$ cat src/rtl/div_pkg.sv
// Shared types and constants for the non-restoring divider controller.
package div_pkg;
    localparam int DEF_WIDTH = 32;
    localparam int DEF_ITERS = DEF_WIDTH;

    typedef enum logic [2:0] {
        ST_IDLE,
        ST_PREP,
        ST_ITER,
        ST_FIXUP,
        ST_SIGN,
        ST_DONE
    } state_t;
endpackage

$ cat src/rtl/div_step.sv
// One combinational non-restoring division step on {A,Q} with divisor B.
module div_step
    import div_pkg::*;
#(
    parameter int WIDTH = DEF_WIDTH
) (
    input  logic [WIDTH:0]   a_in,
    input  logic [WIDTH-1:0] q_in,
    input  logic [WIDTH-1:0] b_in,
    output logic [WIDTH:0]   a_out,
    output logic [WIDTH-1:0] q_out
);
    logic [WIDTH:0] a_sh;
    logic [WIDTH:0] b_ext;

    always_comb begin
        a_sh  = {a_in[WIDTH-1:0], q_in[WIDTH-1]};
        b_ext = {1'b0, b_in};
        // Sign of the pre-shift accumulator chooses subtract or restore-by-add.
        a_out = a_in[WIDTH] ? (a_sh + b_ext) : (a_sh - b_ext);
        q_out = {q_in[WIDTH-2:0], ~a_out[WIDTH]};
    end
endmodule

$ cat src/rtl/div_ctrl.sv
// Sequential signed/unsigned divider: one non-restoring step per cycle.
// state | meaning
// IDLE  | waiting for start; operands captured on start
// PREP  | abs values, record result signs, clear A, load counter
// ITER  | one div_step per cycle, ITERS cycles
// FIXUP | restore negative remainder
// SIGN  | apply recorded signs, publish results
// DONE  | done pulse, back to IDLE
module div_ctrl
    import div_pkg::*;
#(
    parameter int WIDTH = DEF_WIDTH,
    parameter int ITERS = WIDTH
) (
    input  logic             clk,
    input  logic             clear_n,
    input  logic             start,
    input  logic             signed_op,
    input  logic [WIDTH-1:0] dividend,
    input  logic [WIDTH-1:0] divisor,
    input  logic             flush,
    output logic             busy,
    output logic             done,
    output logic [WIDTH-1:0] quotient,
    output logic [WIDTH-1:0] remainder,
    output logic             div_by_zero
);
    localparam int CNT_W = $clog2(ITERS + 1);

    state_t             state_q, state_d;
    logic [WIDTH:0]     a_q, a_d;
    logic [WIDTH-1:0]   q_q, q_d, b_q, b_d;
    logic [CNT_W-1:0]   cnt_q, cnt_d;
    logic               sop_q, sop_d, qneg_q, qneg_d, rneg_q, rneg_d;
    logic               busy_q, busy_d, done_q, done_d, dbz_q, dbz_d;
    logic [WIDTH-1:0]   quot_q, quot_d, rem_q, rem_d;
    logic [WIDTH:0]     a_step;
    logic [WIDTH-1:0]   q_step, rem_raw;

    div_step #(.WIDTH(WIDTH)) u_step (
        .a_in  (a_q),
        .q_in  (q_q),
        .b_in  (b_q),
        .a_out (a_step),
        .q_out (q_step)
    );

    always_comb begin
        state_d = state_q;
        a_d     = a_q;
        q_d     = q_q;
        b_d     = b_q;
        cnt_d   = cnt_q;
        sop_d   = sop_q;
        qneg_d  = qneg_q;
        rneg_d  = rneg_q;
        busy_d  = busy_q;
        done_d  = 1'b0;
        dbz_d   = dbz_q;
        quot_d  = quot_q;
        rem_d   = rem_q;
        rem_raw = a_q[WIDTH-1:0];
        if (state_q == ST_IDLE) begin
            if (start && !flush) begin
                q_d     = dividend;
                b_d     = divisor;
                sop_d   = signed_op;
                state_d = ST_PREP;
                busy_d  = 1'b1;
            end
        end else if (flush) begin
            state_d = ST_IDLE;
            busy_d  = 1'b0;
        end else begin
            case (state_q)
                ST_PREP: begin
                    qneg_d = sop_q & (q_q[WIDTH-1] ^ b_q[WIDTH-1]);
                    rneg_d = sop_q & q_q[WIDTH-1];
                    a_d    = '0;
                    cnt_d  = CNT_W'(ITERS);
                    if (sop_q && q_q[WIDTH-1]) q_d = -q_q;
                    if (sop_q && b_q[WIDTH-1]) b_d = -b_q;
                    if (b_q == '0) begin
                        // Raw dividend is still in Q because nothing was negated yet.
                        quot_d  = '1;
                        rem_d   = q_q;
                        dbz_d   = 1'b1;
                        done_d  = 1'b1;
                        state_d = ST_DONE;
                    end else begin
                        state_d = ST_ITER;
                    end
                end
                ST_ITER: begin
                    a_d   = a_step;
                    q_d   = q_step;
                    cnt_d = cnt_q - 1'b1;
                    if (cnt_q == CNT_W'(1)) state_d = ST_FIXUP;
                end
                ST_FIXUP: begin
                    if (a_q[WIDTH]) a_d = a_q + {1'b0, b_q};
                    state_d = ST_SIGN;
                end
                ST_SIGN: begin
                    quot_d  = qneg_q ? -q_q : q_q;
                    rem_d   = rneg_q ? -rem_raw : rem_raw;
                    dbz_d   = 1'b0;
                    done_d  = 1'b1;
                    state_d = ST_DONE;
                end
                default: begin
                    state_d = ST_IDLE;
                    busy_d  = 1'b0;
                end
            endcase
        end
    end

    always_ff @(posedge clk or negedge clear_n) begin
        if (!clear_n) begin
            state_q <= ST_IDLE;
            a_q     <= '0;
            q_q     <= '0;
            b_q     <= '0;
            cnt_q   <= '0;
            sop_q   <= 1'b0;
            qneg_q  <= 1'b0;
            rneg_q  <= 1'b0;
            busy_q  <= 1'b0;
            done_q  <= 1'b0;
            dbz_q   <= 1'b0;
            quot_q  <= '0;
            rem_q   <= '0;
        end else begin
            state_q <= state_d;
            a_q     <= a_d;
            q_q     <= q_d;
            b_q     <= b_d;
            cnt_q   <= cnt_d;
            sop_q   <= sop_d;
            qneg_q  <= qneg_d;
            rneg_q  <= rneg_d;
            busy_q  <= busy_d;
            done_q  <= done_d;
            dbz_q   <= dbz_d;
            quot_q  <= quot_d;
            rem_q   <= rem_d;
        end
    end

    assign busy        = busy_q;
    assign done        = done_q;
    assign quotient    = quot_q;
    assign remainder   = rem_q;
    assign div_by_zero = dbz_q;
endmodule

$ cat config.mk
export PLATFORM = sky130hd
export DESIGN_NAME = div_ctrl
export DESIGN_NICKNAME = d
export VERILOG_FILES = /design/src/rtl/div_pkg.sv /design/src/rtl/div_step.sv /design/src/rtl/div_ctrl.sv
export SDC_FILE = /design/constraint.sdc
export NUM_CORES = 1
export LEC_CHECK = 0
export CORE_UTILIZATION = 45
export CTS_BUF_LIST = sky130_fd_sc_hd__clkbuf_4 sky130_fd_sc_hd__clkbuf_8
export CTS_CLUSTER_SIZE = 12
export DETAILED_ROUTE_END_ITERATION = 7
export PLACE_DENSITY = 0.7
export SETUP_SLACK_MARGIN = 0.15
export SKIP_CTS_REPAIR_TIMING = 1
export SLEW_MARGIN = 20
export SYNTH_ARGS = -nofsm -noshare
export SYNTH_HDL_FRONTEND = slang
export SYNTH_SLANG_ARGS = --single-unit
export TNS_END_PERCENT = 1
$ cat constraint.sdc
create_clock -name clk -period 6 [get_ports clk]
set_input_delay 0.6 -clock clk [delete_from_list [all_inputs] [get_ports clk]]
set_output_delay 0.6 -clock clk [all_outputs]
set_load 0.1 [all_outputs]
Word level (Yosys, flattened, before mapping) --
Cells that the tools add are included.
Storage, ports and cells: flip-flop bits (word level) 176, word-level logic and storage cells 98
Cells by class: add/sub/neg operators 7, equal/unequal tests 12, muxes and demuxes 36, bitwise logic cells 6, reductions and logical operators 23
Operators by type and width (number):
- 2-to-1 mux 32 bit | 13
- one-hot mux 32 bit (2 select lines) | 3
- one-hot mux 33 bit (3 select lines) | 1
- negation 32 bit | 3
- adder 33 x 32 -> 33 bit | 2
- 2-to-1 mux 33 bit | 2
- subtractor 33 x 32 -> 33 bit | 1
- zero test 32 bit | 1
- AND reduction 4 bit | 4
- 2-to-1 mux 3 bit | 5
- one-hot mux 3 bit (4 select lines) | 1
- one-hot mux 6 bit (2 select lines) | 1
- AND reduction 3 bit | 3
- 2-to-1 mux 1 bit | 8
- nonzero test 2 bit | 4
- == test 3 x 2 -> 1 bit, second input constant | 2
- == test 6 x 1 -> 1 bit, second input constant | 1
- AND reduction 2 bit | 3
- nonzero test 3 bit | 2
- subtractor 6 x 1 -> 6 bit, second input constant | 1
- != test 2 x 1 -> 1 bit, second input constant | 2
- != test 2 bit, second input constant | 2
- != test 4 bit, second input constant | 1
- one-hot mux 1 bit (2 select lines) | 2
- 11 further kinds | 16

Logic depth before layout (Yosys ltp) --
depth after elaboration 6, mapped depth 19, mapped depth without buffers 19

Modules after synthesis --
Synthesis repeated with hierarchy kept, for this count alone.
Unflattened totals: cells, all modules 1855, area total of the unflattened synthesis 14547.7 sq um
Modules (own cells, without submodules):
- div_ctrl | instances 1, cells each 1469, area each 11841.4 sq um, seq. area each 4404.2 sq um
- div_step | instances 1, cells each 386, area each 2706.3 sq um, seq. area each 0.0 sq um

Least setup slack after synthesis --
OpenSTA, ideal clock, no wires.
kind reg2reg, start register b_q[4], end register a_q[31], arrival time 4.307 ns, slack 1.554 ns, cell stages (with the launch flop) 18, path buffers 1, cells stage by stage dfrtp_1 -> or3_1 -> nor4b_2 -> and4_1 -> nor3b_1 -> and2_1 -> nor2_1 -> xor2_1 -> ha_1 -> clkbuf_1 -> nand3_1 -> or4b_2 -> o32a_1 -> o211ai_1 -> a21o_1 -> a2111oi_0 -> a31oi_1 -> nand4_1
On the way: word-level cells in the longest chain between the ends 3, elaborated cells between the ends (all ways) 6, classes of those cells 3 x add/sub; 3 x mux
Ends and longest elaborated chain:
- start, declared | RTL line div_ctrl.sv:32 | logic [WIDTH-1:0] q_q, q_d, b_q, b_d;
- start signal, assigned | RTL line div_ctrl.sv:124 | b_q <= '0;
- start signal, assigned | RTL line div_ctrl.sv:138 | b_q <= b_d;
- adder 33 x 32 -> 33 bit, or another cell as far along | RTL line div_ctrl.sv:101 | if (a_q[WIDTH]) a_d = a_q + {1'b0, b_q};
- 2-to-1 mux 33 bit (on tied branches) | RTL line div_ctrl.sv:101, div_step.sv:20
- one-hot mux 33 bit (3 select lines) * | RTL line div_ctrl.sv:75 | case (state_q)
- end signal, assigned | RTL line div_ctrl.sv:122 | a_q <= '0;
- end signal, assigned | RTL line div_ctrl.sv:136 | a_q <= a_d;
- end, declared | RTL line div_ctrl.sv:31 | logic [WIDTH:0] a_q, a_d;
Every way passes the cells marked *; elsewhere a longest branch is shown, timed or not. The select of a mux whose other input is x is not followed. A chain may end at the register's enable or synchronous reset.

Worst setup path after layout --
start register b_q[1], end register a_q[31]
The elaborated chain is that of the path after synthesis.

==> metrics.txt <==
Worst Tran Pin Value=990 ps; Worst Path Buf+Inv=1; crit path kind=flop to flop; Pins Over Slew Limit=0; Area growth, synth to finish=14.3%; buffer depth of the longest clock path=2; diode count=0; Yosys top cell area share=0.320; DRT iter0 DRCs=1296; Initial DRT Pass Iterations=6; fin crit period=5330 ps; Die W=177 µm; largest net degree at the start of global routing=90; GRT Residual Overflow=0; later-pin clock latency in the skew report=490 ps; final net count=1956; first-pass GRT wire length=68500 µm; worst hold-check path type=primary input to async pin; CTS tree=done; GR Util All Layers=0.279; commonest cells after routing, fill and taps aside=208 x nand2_1, 205 x nor2_1, 199 x a21oi_1; fmax=187 MHz; residual DRC count=0; ys async rst share=1.00; number of max-cap violations=0; Final Cycle Share=0.889; GPL Wtd Cong=0.964; Synth area leaders=dfrtp_1 32%, a21oi_1 7.2%, xor2_1 6.7%; die height=177 µm; clock sinks=176; Core Rows=63; Clk pin slew, worst setup/hold paths=100 ps; distinct cell type count after synthesis=79; Critical Path AT=5750 ps; ys flop type=dfrtp_1; RSZ-0062 raised after global routing=no; Mapped Area=13800 µm²; Seq/Total Area, Yosys=0.320; fin cells=2217; DR WL/cell=19.4 µm; worst-case clock skew=20.1 ps; Max FO, Critical Path=8; CTS Root Cell=clkbuf_8; I/O pins=136; average size of a mapped cell=7.85 µm²; Worst R2R Setup Slack=670 ps; Initial Utilization=0.461; Required @ worst endpoint=6410 ps; Crit path largest cell delay=490 ps; number of synthesized register bits=176; worst-path cell chain=inv_1 > ha_1 > nor3b_1 > nand3b_1 > nor2b_1 > nor3b_1 > nor3b_1 > nor2_1 > xor2_1 > ha_1 > a211oi_1 > o21bai_1 > a221oi_1 > o32a_1 > o211ai_1 > a21o_1 > a2111oi_0 > a31oi_1 > nand4_1; Final Hold Fails=0; kind of end point of the critical path=flop; CP top delay family=simple AND/OR/NAND/NOR gates; vias in the first global route=12400; CP startpoint kind=flop; TritonCTS Buffers=17; Routed WL=43000 µm; Via-to-Cell Ratio=6.05; # setup viols final=0; placed instance count=2185; die area=31300 µm²; EDFF count, synth=0; Slowest-stage cell, CP=dfrtp_1; initial antenna violation count=0; status=finished, final reports clean; CP most frequent cell=nor3b_1; share of layout cells above drive strength 1=0.0482; Synth Instances=1755; commonest non-fill, non-tap cell in the layout=nand2_1; routed vias=13400; synth warn=0; largest area contributor in the netlist=dfrtp_1; TNS Setup=0 ps; core area=29900 µm²; antenna-violating nets left=0; H-tree level count=4; Slew Limit Headroom=0.338; syn nets=1897; I/O Buffers=135; HPWL after DPL=32200 µm
-- Yosys cell counts (22+ instances only) --
cell type,n
nand2_1,208
nor2_1,207
a21oi_1,199
dfrtp_1,176
o21ai_0,136
xor2_1,106
clkbuf_1,102
ha_1,71
o22ai_1,57
xnor2_1,46
nor3_1,34
nand3_1,33
a21o_1,29
inv_1,25
a31oi_1,24
or3_1,24
o211ai_1,22
-- worst reg2reg max path, stage by stage, from the launching register on --
cell and delay [ps]:
dfrtp_1 490, inv_1 90, ha_1 220, nor3b_1 410, nand3b_1 230, nor2b_1 390, nor3b_1 430, nor3b_1 380
nor2_1 90, xor2_1 170, ha_1 380, a211oi_1 240, o21bai_1 100, a221oi_1 380, o32a_1 240, o211ai_1 140
a21o_1 250, a2111oi_0 410, a31oi_1 90, nand4_1 120
-- metal layers --
layer | track usage | part of all wire
met3 | 0.0341 | 0.069
met4 | 0.116 | 0.041
met2 | 0.437 | 0.45
met1 | 0.387 | 0.45
met5 | 0 | 0
-- final cells by class --
class / instances / area (µm²)
Clock buffer: 18 / 248
Multi-Input combinational cell: 1438 / 8810
Clock inverter: 14 / 194
Timing Repair Buffer: 155 / 1500
Inverter: 26 / 97.6
Sequential cell: 176 / 4410
Fill cell: 2893 / 14100
Tap cell: 390 / 488
-- cells by family (layout without fill, tap and decap cells) --
kind of cell / after synthesis / after routing / share of synthesized area
and+or+nand+nor: 613 / 613 / 0.204
muxes: 9 / 9 / 0.00681
buffers and inverters: 141 / 213 / 0.0421
AOI/OAI and AO/OA: 591 / 591 / 0.263
adders and majority gates: 73 / 73 / 0.0674
xor gates and xnor gates: 152 / 152 / 0.0966
DFF: 176 / 176 / 0.320
-- sequential cells by signal (all words and copies together), names as in the netlist --
signal	flops
done	1
rneg_q	1
div_by_zero	1
q_q	32
cnt_q	6
sop_q	1
b_q	32
busy	1
remainder	32
state_q	3
a_q	33
quotient	32
qneg_q	1
-- path summary, 6_finish.rpt --
path	from	end	depth (start not counted)
min reg2reg	remainder[8]	remainder[8]	2
max	b_q[1]	a_q[31]	19
max reg2reg	b_q[1]	a_q[31]	19
min in group clk	remainder[8]	remainder[8]	2
min	clear_n	remainder[3]	1
max in group asynchronous	clear_n	a_q[9]	2
-- metrics by stage --
stage / hold slack, ps / util / setup WS, ps / instance area [µm²]
after floorplan: 304 / - / 1550 / 13800
after global placement: 465 / 0.512 / 951 / 15300
after detailed placement: 472 / 0.512 / 796 / 15300
after CTS: 112 / 0.527 / 763 / 15700
after global routing: 133 / 0.527 / 190 / 15700
final: 99.8 / 0.527 / 666 / 15700
Power is left out: the tool's default activity adds up to more than one toggle a clock period on the data nets, which glitch-free logic cannot reach.
==> patch: new RTL, config.mk and constraints unchanged <==
Set the package constant `DEF_WIDTH` to 16 (it was 32).
--- a/src/rtl/div_pkg.sv
+++ b/src/rtl/div_pkg.sv
@@ -1,6 +1,6 @@
 // Shared types and constants for the non-restoring divider controller.
 package div_pkg;
-    localparam int DEF_WIDTH = 32;
+    localparam int DEF_WIDTH = 16;
     localparam int DEF_ITERS = DEF_WIDTH;
 
     typedef enum logic [2:0] {
Interface: changed (resized dividend, divisor, quotient and remainder); port bits go from 136 to 72. No check against the original RTL was run, so the function may have changed too.
==> patch against the unedited design <==
- via count fell by 53%
- final area fell by 50%
- routed wire length fell by 58%
- largest cell class unchanged
- die area fell by 49%
- synthesized area fell by 50%
- worst setup slack improved by 1400 ps
- sequential cell count fell by 81
- the flow now finishes with violations (DRC)
==> patch: results (changes against the unedited design) <==
RePlAce Congestion 0.879 (-8.8%); top fanout value on the critical path 6 (-2); status finished, violations left; Unique masters post-synth 64 (-19%); CTS Buf Count 9 (-8); I/O Buffers 71 (-47%); vias in the first global route 5871 (-53%); Vias/cell 5.73 (-5.2%); Critical Path AT 4200 ps (-1550 ps); initial DRC count 581 (-55%); first-pass GRT wire length 30.2 mm (-56%); drt drc 4 (+4); adder-cell area share of the yosys netlist 0.0742 (+0.00682); Detailed Routing Iterations Pass 1 8 (+2); DP HPWL 13.4 mm (-58%); register area share after synthesis 0.342 (+0.0225); Total Routing Usage GR 0.237 (-0.0415); Tightest Pin Transition 983 ps (-6.92 ps); max FFs per register 17 (-48%); FF-to-FF Start b_q[3]; failing checks DRC; xor-xnor portion of the synthesized cell area 0.0870 (-0.00964); H-tree depth 3 (-1); FF-to-FF path depth 14 (-5); Post-synth top cells 115 x nand2_1, 113 x nor2_1, 95 x dfrtp_1; layout cells sized above 1 0.0475 (-0.000653); worst clock skew 11.1 ps (-8.97 ps)
## patch: cell types whose count changed after synthesis, sizes merged, moves of 25 or more
cell    delta
nor2      -94
clkbuf    -63
nand3     -25
a21oi    -112
xor2      -59
nand2     -93
ha        -33
o21ai     -57
o22ai     -42
dfrtp     -81
## patch: layer usage
metal	part of all wire	vias up	global-route usage
li1	-	3163	-
met3	0.043	15	0.0425
met2	0.46	170	0.384
met1	0.48	2918	0.326
met4	0.018	0	0.0645
met5	0	-	0
## patch: final cells by class
type	instances	area, µm²	share of cell area
inverters	17	71.3	0.00900
clock inverters	7	101	0.0128
well taps	188	235	0.0297
flip-flops and latches	95	2380	0.300
multi-input cells	700	4260	0.538
repair buffers	77	753	0.0951
clock buffers	9	124	0.0156
## patch: power breakdown
group / total (W) / switching (W) / leakage, nW / internal (W)
combinational: 0.00307 / 0.00200 / 2.04 / 0.00107
sequential: 0.00136 / 0.000453 / 1.17 / 0.000909
clock: 0.000495 / 0.000255 / 0.112 / 0.000240
## patch: worst max-delay path by stage
| stage | end | slack (ps) |
|---|---|---|
| 2_1_floorplan | a_q[16] | 2560 |
| 3_3_place_gp | a_q[16] | 2210 |
| 3_5_place_dp | a_q[16] | 2110 |
| 4_1_cts | a_q[16] | 2080 |
| 5_1_grt | a_q[15] | 1700 |
| 6_report | a_q[16] | 2080 |
## patch: through the flow
step	hold WS [ps]	cells
after floorplan	304	861
after global placement	452	1077
after detailed placement	460	1077
after CTS	135	1093
after global routing	147	1093
final	133	1093
## patch: worst max-delay path, stage by stage, from the launching register on
cell      delay, ps
dfrtp_1         460
nor2_1          150
nor4b_2         470
or3b_2          530
nor3_1          280
nor2_1           90
xor2_1          230
ha_1            290
a21oi_1         190
nor2_1           70
a211oi_1        170
o21ai_0         200
o22a_1          220
xor2_1          170
a221o_1         290
